<file path="src/rtl/dmem_arbiter.sv">
// Two-port arbiter/sequencer for the single-port data memory behind the MEM stage.
// Port 0 (pipeline) has fixed priority; a starvation counter forces a port 1 grant.
module dmem_arbiter #(
  parameter int ADDR_W       = 32,
  parameter int DATA_W       = 32,
  parameter int STARVE_LIMIT = 4
) (
  input  logic              clk,
  input  logic              rst_n,
  input  logic              req0,
  input  logic              req1,
  input  logic              we0,
  input  logic              we1,
  input  logic [ADDR_W-1:0] addr0,
  input  logic [ADDR_W-1:0] addr1,
  input  logic [DATA_W-1:0] wdata0,
  input  logic [DATA_W-1:0] wdata1,
  output logic              gnt0,
  output logic              gnt1,
  output logic              stall0,
  output logic              rvalid0,
  output logic              rvalid1,
  output logic [DATA_W-1:0] rdata0,
  output logic [DATA_W-1:0] rdata1,
  output logic              err0,
  output logic              err1,
  output logic              mem_we,
  output logic [ADDR_W-1:0] mem_addr,
  output logic [DATA_W-1:0] mem_wd,
  input  logic [DATA_W-1:0] mem_rd
);

  localparam int CNT_W = $clog2(STARVE_LIMIT) + 1;

  typedef enum logic {NORMAL, FORCE1} state_t;

  state_t             state_q, state_d;
  logic [CNT_W-1:0]   cnt_q, cnt_d;
  logic               rvalid0_q, rvalid0_d;
  logic               rvalid1_q, rvalid1_d;
  logic [DATA_W-1:0]  rdata0_q, rdata0_d;
  logic [DATA_W-1:0]  rdata1_q, rdata1_d;
  logic               err0_q, err0_d;
  logic               err1_q, err1_d;
  logic               aligned0, aligned1;
  logic               starved1;

  assign aligned0 = (addr0[1:0] == 2'b00);
  assign aligned1 = (addr1[1:0] == 2'b00);

  // Grants are suppressed entirely while reset is held.
  always_comb begin
    gnt0 = 1'b0;
    gnt1 = 1'b0;
    if (rst_n) begin
      case (state_q)
        NORMAL: begin
          gnt0 = req0;
          gnt1 = req1 & ~req0;
        end
        FORCE1: begin
          gnt1 = req1;
          gnt0 = req0 & ~req1;
        end
        default: begin
          gnt0 = 1'b0;
          gnt1 = 1'b0;
        end
      endcase
    end
  end

  assign stall0   = req0 & ~gnt0;
  assign starved1 = req1 & ~gnt1;

  always_comb begin
    mem_addr = addr0;
    mem_wd   = wdata0;
    mem_we   = 1'b0;
    if (gnt1) begin
      mem_addr = addr1;
      mem_wd   = wdata1;
      mem_we   = we1 & aligned1;
    end else if (gnt0) begin
      mem_we   = we0 & aligned0;
    end
  end

  // FORCE1 lasts exactly one cycle: port 1 is either served or has withdrawn.
  always_comb begin
    state_d = state_q;
    cnt_d   = starved1 ? cnt_q + CNT_W'(1) : '0;
    case (state_q)
      NORMAL:  if (starved1 && (cnt_q == CNT_W'(STARVE_LIMIT - 1))) state_d = FORCE1;
      FORCE1:  state_d = NORMAL;
      default: state_d = NORMAL;
    endcase
  end

  always_comb begin
    rvalid0_d = gnt0 & ~we0 & aligned0;
    rvalid1_d = gnt1 & ~we1 & aligned1;
    err0_d    = gnt0 & ~aligned0;
    err1_d    = gnt1 & ~aligned1;
    rdata0_d  = rvalid0_d ? mem_rd : rdata0_q;
    rdata1_d  = rvalid1_d ? mem_rd : rdata1_q;
  end

  always_ff @(posedge clk) begin
    if (!rst_n) begin
      state_q   <= NORMAL;
      cnt_q     <= '0;
      rvalid0_q <= 1'b0;
      rvalid1_q <= 1'b0;
      rdata0_q  <= '0;
      rdata1_q  <= '0;
      err0_q    <= 1'b0;
      err1_q    <= 1'b0;
    end else begin
      state_q   <= state_d;
      cnt_q     <= cnt_d;
      rvalid0_q <= rvalid0_d;
      rvalid1_q <= rvalid1_d;
      rdata0_q  <= rdata0_d;
      rdata1_q  <= rdata1_d;
      err0_q    <= err0_d;
      err1_q    <= err1_d;
    end
  end

  assign rvalid0 = rvalid0_q;
  assign rvalid1 = rvalid1_q;
  assign rdata0  = rdata0_q;
  assign rdata1  = rdata1_q;
  assign err0    = err0_q;
  assign err1    = err1_q;

endmodule
</file>
<file path="config.mk">
export PLATFORM = sky130hd
export DESIGN_NAME = dmem_arbiter
export DESIGN_NICKNAME = d
export VERILOG_FILES = /design/src/rtl/dmem_arbiter.sv
export SDC_FILE = /design/constraint.sdc
export NUM_CORES = 1
export LEC_CHECK = 0
export BUFFER_PORTS_ARGS = -buffer_cell sky130_fd_sc_hd__buf_4
export CORE_AREA = 5 5 116 118
export DETAILED_ROUTE_END_ITERATION = 10
export DIE_AREA = 0 0 121 123
export PLACE_DENSITY = 0.63
export SLEW_MARGIN = 10
export SYNTH_ARGS = -nofsm -noshare
export SYNTH_HDL_FRONTEND = slang
export SYNTH_SLANG_ARGS = --single-unit
</file>
<file path="constraint.sdc">
create_clock -name clk -period 2 [get_ports clk]
set_input_delay 0.2 -clock clk [delete_from_list [all_inputs] [get_ports clk]]
set_output_delay 0.2 -clock clk [all_outputs]
set_load 0.03 [all_outputs]
</file>
# [Word level (Yosys, flattened, before mapping)]
# Index checks and enable logic that the tools add are counted.
[word_totals] regBits=72 output_inout_bits=136
[op_classes] n_addsub=1 eq_ne=1 mux=10 bitwise=21 n_reduce_logical=4
[ops] op="$mux W32" n=2
[ops] op="$and A1 B1 Y1" n=12
[ops] op="$not A1 Y1" n=9
[ops] op="$pmux W1 S2" n=3
[ops] op="$mux W1" n=5
[ops] op="$logic_not A2 Y1" n=2
[ops] op="$add A3 B1 Y3 const B" n=1
[ops] op="$eq A3 B2 Y1 const B" n=1
[ops] op="$reduce_and A2 Y1" n=1
[ops] op="$logic_and A1 B1 Y1" n=1

# [Logic depth before layout (Yosys ltp)]
[depth] word_depth=9 ltp_mapped=6 depth_no_buf=3

# [Least setup slack after synthesis]
# No wires, ideal clock.
[synth_path] kind="reg2out" from="register state_q" to="output mem_addr[0]" arrival_time_ns=1.434 t_required_ns=1.800 slack_ns=0.366 path_stages_with_launch=6 n_path_buf=2 path_cell_list="dfxtp_1 nor2b_2 nor2_1 buf_2 buf_4 mux2_2"
[synth_between] elab_chain_cells=4
[synth_rtl] item="start, declared" line="37" rtl="state_t state_q, state_d;"
[synth_rtl] item="start signal, assigned" line="120" rtl="state_q <= state_d;"
[synth_rtl] item="$not A1 Y1" line="56" rtl="case (state_q)"
[synth_rtl] item="$pmux W1 S2 *" line="56"
[synth_rtl] item="$mux W1 *" line="55" rtl="if (rst_n) begin"
[synth_rtl] item="$mux W32 *" line="80" rtl="if (gnt1) begin"
[synth_rtl] item="end, declared" line="28" rtl="output logic [ADDR_W-1:0] mem_addr,"
# Mark *: on every way between the ends. The rest lies on a longest branch, timed or not.

# [Final worst setup path]
[layout_path] from="register state_q" to="output mem_wd[5]"
[layout_between] elab_chain_cells=4
[layout_rtl] item="$not A1 Y1" line="56"
[layout_rtl] item="$pmux W1 S2 *" line="56"
[layout_rtl] item="$mux W1 *" line="55"
[layout_rtl] item="$mux W32 *" line="80"
[layout_rtl] item="end, declared" line="29" rtl="output logic [DATA_W-1:0] mem_wd,"
# Marks and branches as above.

==> results.ini <==
[drt]
dr.pass1.iters=4
drcViolationCount=0
ant_nets=0
vias=3614
routed_wl_um=14510
wl_per_cell_um=17.70
viasPerCell=4.407
drtIter0Drc=152

[critical_path]
cp.required_ps=1800
r2r_end=rdata1[2]$_SDFFE_PN0P_
crit_type=reg2out
cp-startpoint=state_q$_SDFF_PP0_
worst_setup_path_start_kind=register
end_kind=output port
cp.arrival_ps=1740
crit_fanout=9
r2r_start=state_q$_SDFF_PP0_
reg2reg_slack_ps=560
worstRegToRegCells=4

[clocking]
cts_tree=done
cts.sinks=72
path_clk_slew_ps=60
cts-root-buf=clkbuf_16
htree_levels=3
cts_buffers=9
clockBufferDepth=2
clkLatencyLatePin_ps=320

[global_route]
grt_pass1_vias=3732
gr-usage-all-layers_pct=17.74
gr-total-overflow=0
antenna_found_initial=0
grt_pass1_wl_um=20600
grt_max_degree=70

[synthesis]
yosysMostFrequentCell=nand2_1
synth_ff_type=dfxtp_1
yosysSeqAreaShare_pct=41.31
avgSynthCellArea_um2=10.14
yosysUniqueCellTypes=25
netlist.top_cell.by_area=dfxtp_1
synth_edf_count=0
syn_inst=344
async_reset_ff_share_pct=0
synth_seq_cells=72
synthTopCellsByArea=dfxtp_1 41%, mux2_2 21%, mux2i_1 18%
synth_area_um2=3490
ys.warnings.count=0
ys_top_cells_by_count=98 x nand2_1, 72 x dfxtp_1, 64 x mux2_2, 64 x mux2i_1, 8 x clkbuf_1
yosys.area.top_type_share_pct=41.31
synth_nets=512

[place]
gp_congestion=0.8181
portBuffers=301
dp_hpwl_um=11580
numPlacedInstances=798

[hold_path]
holdPathStages=2
hold_start=addr0[0]
min_to=err0$_SDFF_PN0_
hold_class=in2reg

[status]
status=finished, final reports clean

[finish]
n_antenna_cell=0
area_growth_pct=82.25
instances_no_fill=820
fin_nets=812
fin_util_pct=51.44
drive_gt1_share_pct=61.42

[die]
io_pins=302
dieArea_um2=14880
coreArea_um2=12360
die_h_um=123
rows=41
die-width_um=121
initial_core_util_pct=28.23

[sta]
slew_violations=0
tightestPinTransition_ps=648.0
post-route-min-period_ps=1941
final_hold_viol_count=0
min_period_over_period_pct=97.04
slew-limit-headroom_pct=56.80
fin_setup_tns_ps=0
rsz0062_at_grt=no
setup_viol=0
fmax_mhz=515.2
hold_ws_ps=123.1
fin_skew_ps=4.984

[pwr]
power.density_nw_per_um2=639.2
p_leak_nw=2.878
power_mw=4.065
ir_drop_mv=0.3788

[job]
drv_cap=0

[cells in the final DEF (no fill, tap or decap), drive strengths merged, types with 2 or more instances in the layout]
cell type and n:
dfxtp 72, mux2 64, buf 312, inv 2, nand2 98, bufinv 2, clkbuf 12, nor2b 2
nor2 4, and2 2, mux2i 64, ha 2
[flip-flops by register name, summed over array words and instances (netlist names)]
| register | flops |
|---|---|
| rvalid1 | 1 |
| rvalid0 | 1 |
| rdata0 | 32 |
| state_q | 1 |
| err0 | 1 |
| err1 | 1 |
| rdata1 | 32 |
| cnt_q | 3 |
[worst max path at each step]
| stage | end | slack, ps | cells after the start |
|---|---|---|---|
| 2_1_floorplan | mem_addr[0] | 370 | 5 |
| 3_3_place_gp | mem_addr[28] | 310 | 5 |
| 3_5_place_dp | mem_addr[28] | 260 | 5 |
| 4_1_cts | mem_addr[24] | -10 | 5 |
| 5_1_grt | mem_wd[5] | 2 | 6 |
| 6_report | mem_wd[5] | 60 | 6 |
[per-stage QoR]
step / cell area (µm²) / setup WS (ps)
after global routing: 6360 / 1.509
after global placement: 5913 / 310.4
final: 6360 / 59.19
after floorplan: 3490 / 366.2
after detailed placement: 5913 / 262.4
after CTS: 6280 / -12.39
[cells by family after synthesis]
family | count (synthesis) | synth area share (%)
multiplexers | 128 | 39.01
AND/OR/NAND/NOR | 111 | 12.80
AO/OA/AOI/OAI | 5 | 1.470
adder cells (fa/ha/maj) | 2 | 0.7170
buffers and inverters | 26 | 4.697
flip-flops | 72 | 41.31
[where the power goes]
part	switching [mW]	internal, mW
Clock	0.577	1.09
Combinational	0.469	0.474
Sequential	0.00843	1.45
Total	1.06	3.01
[routing by layer]
metal  track usage, %  wire, µm
met2            28.62      6998
met5                0         0
met3            5.993      1174
met4            4.391       191
met1            22.91      6146
[layout make-up]
| cell class | count | area [µm²] |
|---|---|---|
| clock buffer | 10 | 229.0 |
| clock inverter | 5 | 81.33 |
| fill | 1111 | 6003 |
| inverter | 1 | 3.754 |
| multi-input combinational | 246 | 1903 |
| sequential | 72 | 1445 |
| tap | 172 | 215.2 |
| timing repair buffer | 314 | 2482 |
[what timing repair did]
item                       in CTS  in global routing
cloned                          1                  2
setup buffers                   2                  2
resized for setup               3                  3
hold buffers                    0                  0
pin swaps                       1                  1
setup endpoints to repair      63                 36
hold endpoints to repair        0                  0
[worst max-delay path, stage by stage (launching register included)]
cell and delay, ps:
dfxtp_4 360, nor2b_4 60, nor2_4 190, buf_6 150, clkbuf_16 150, mux2_2 330, buf_4 170
No activity file was read; power rests on OpenSTA's default activity.
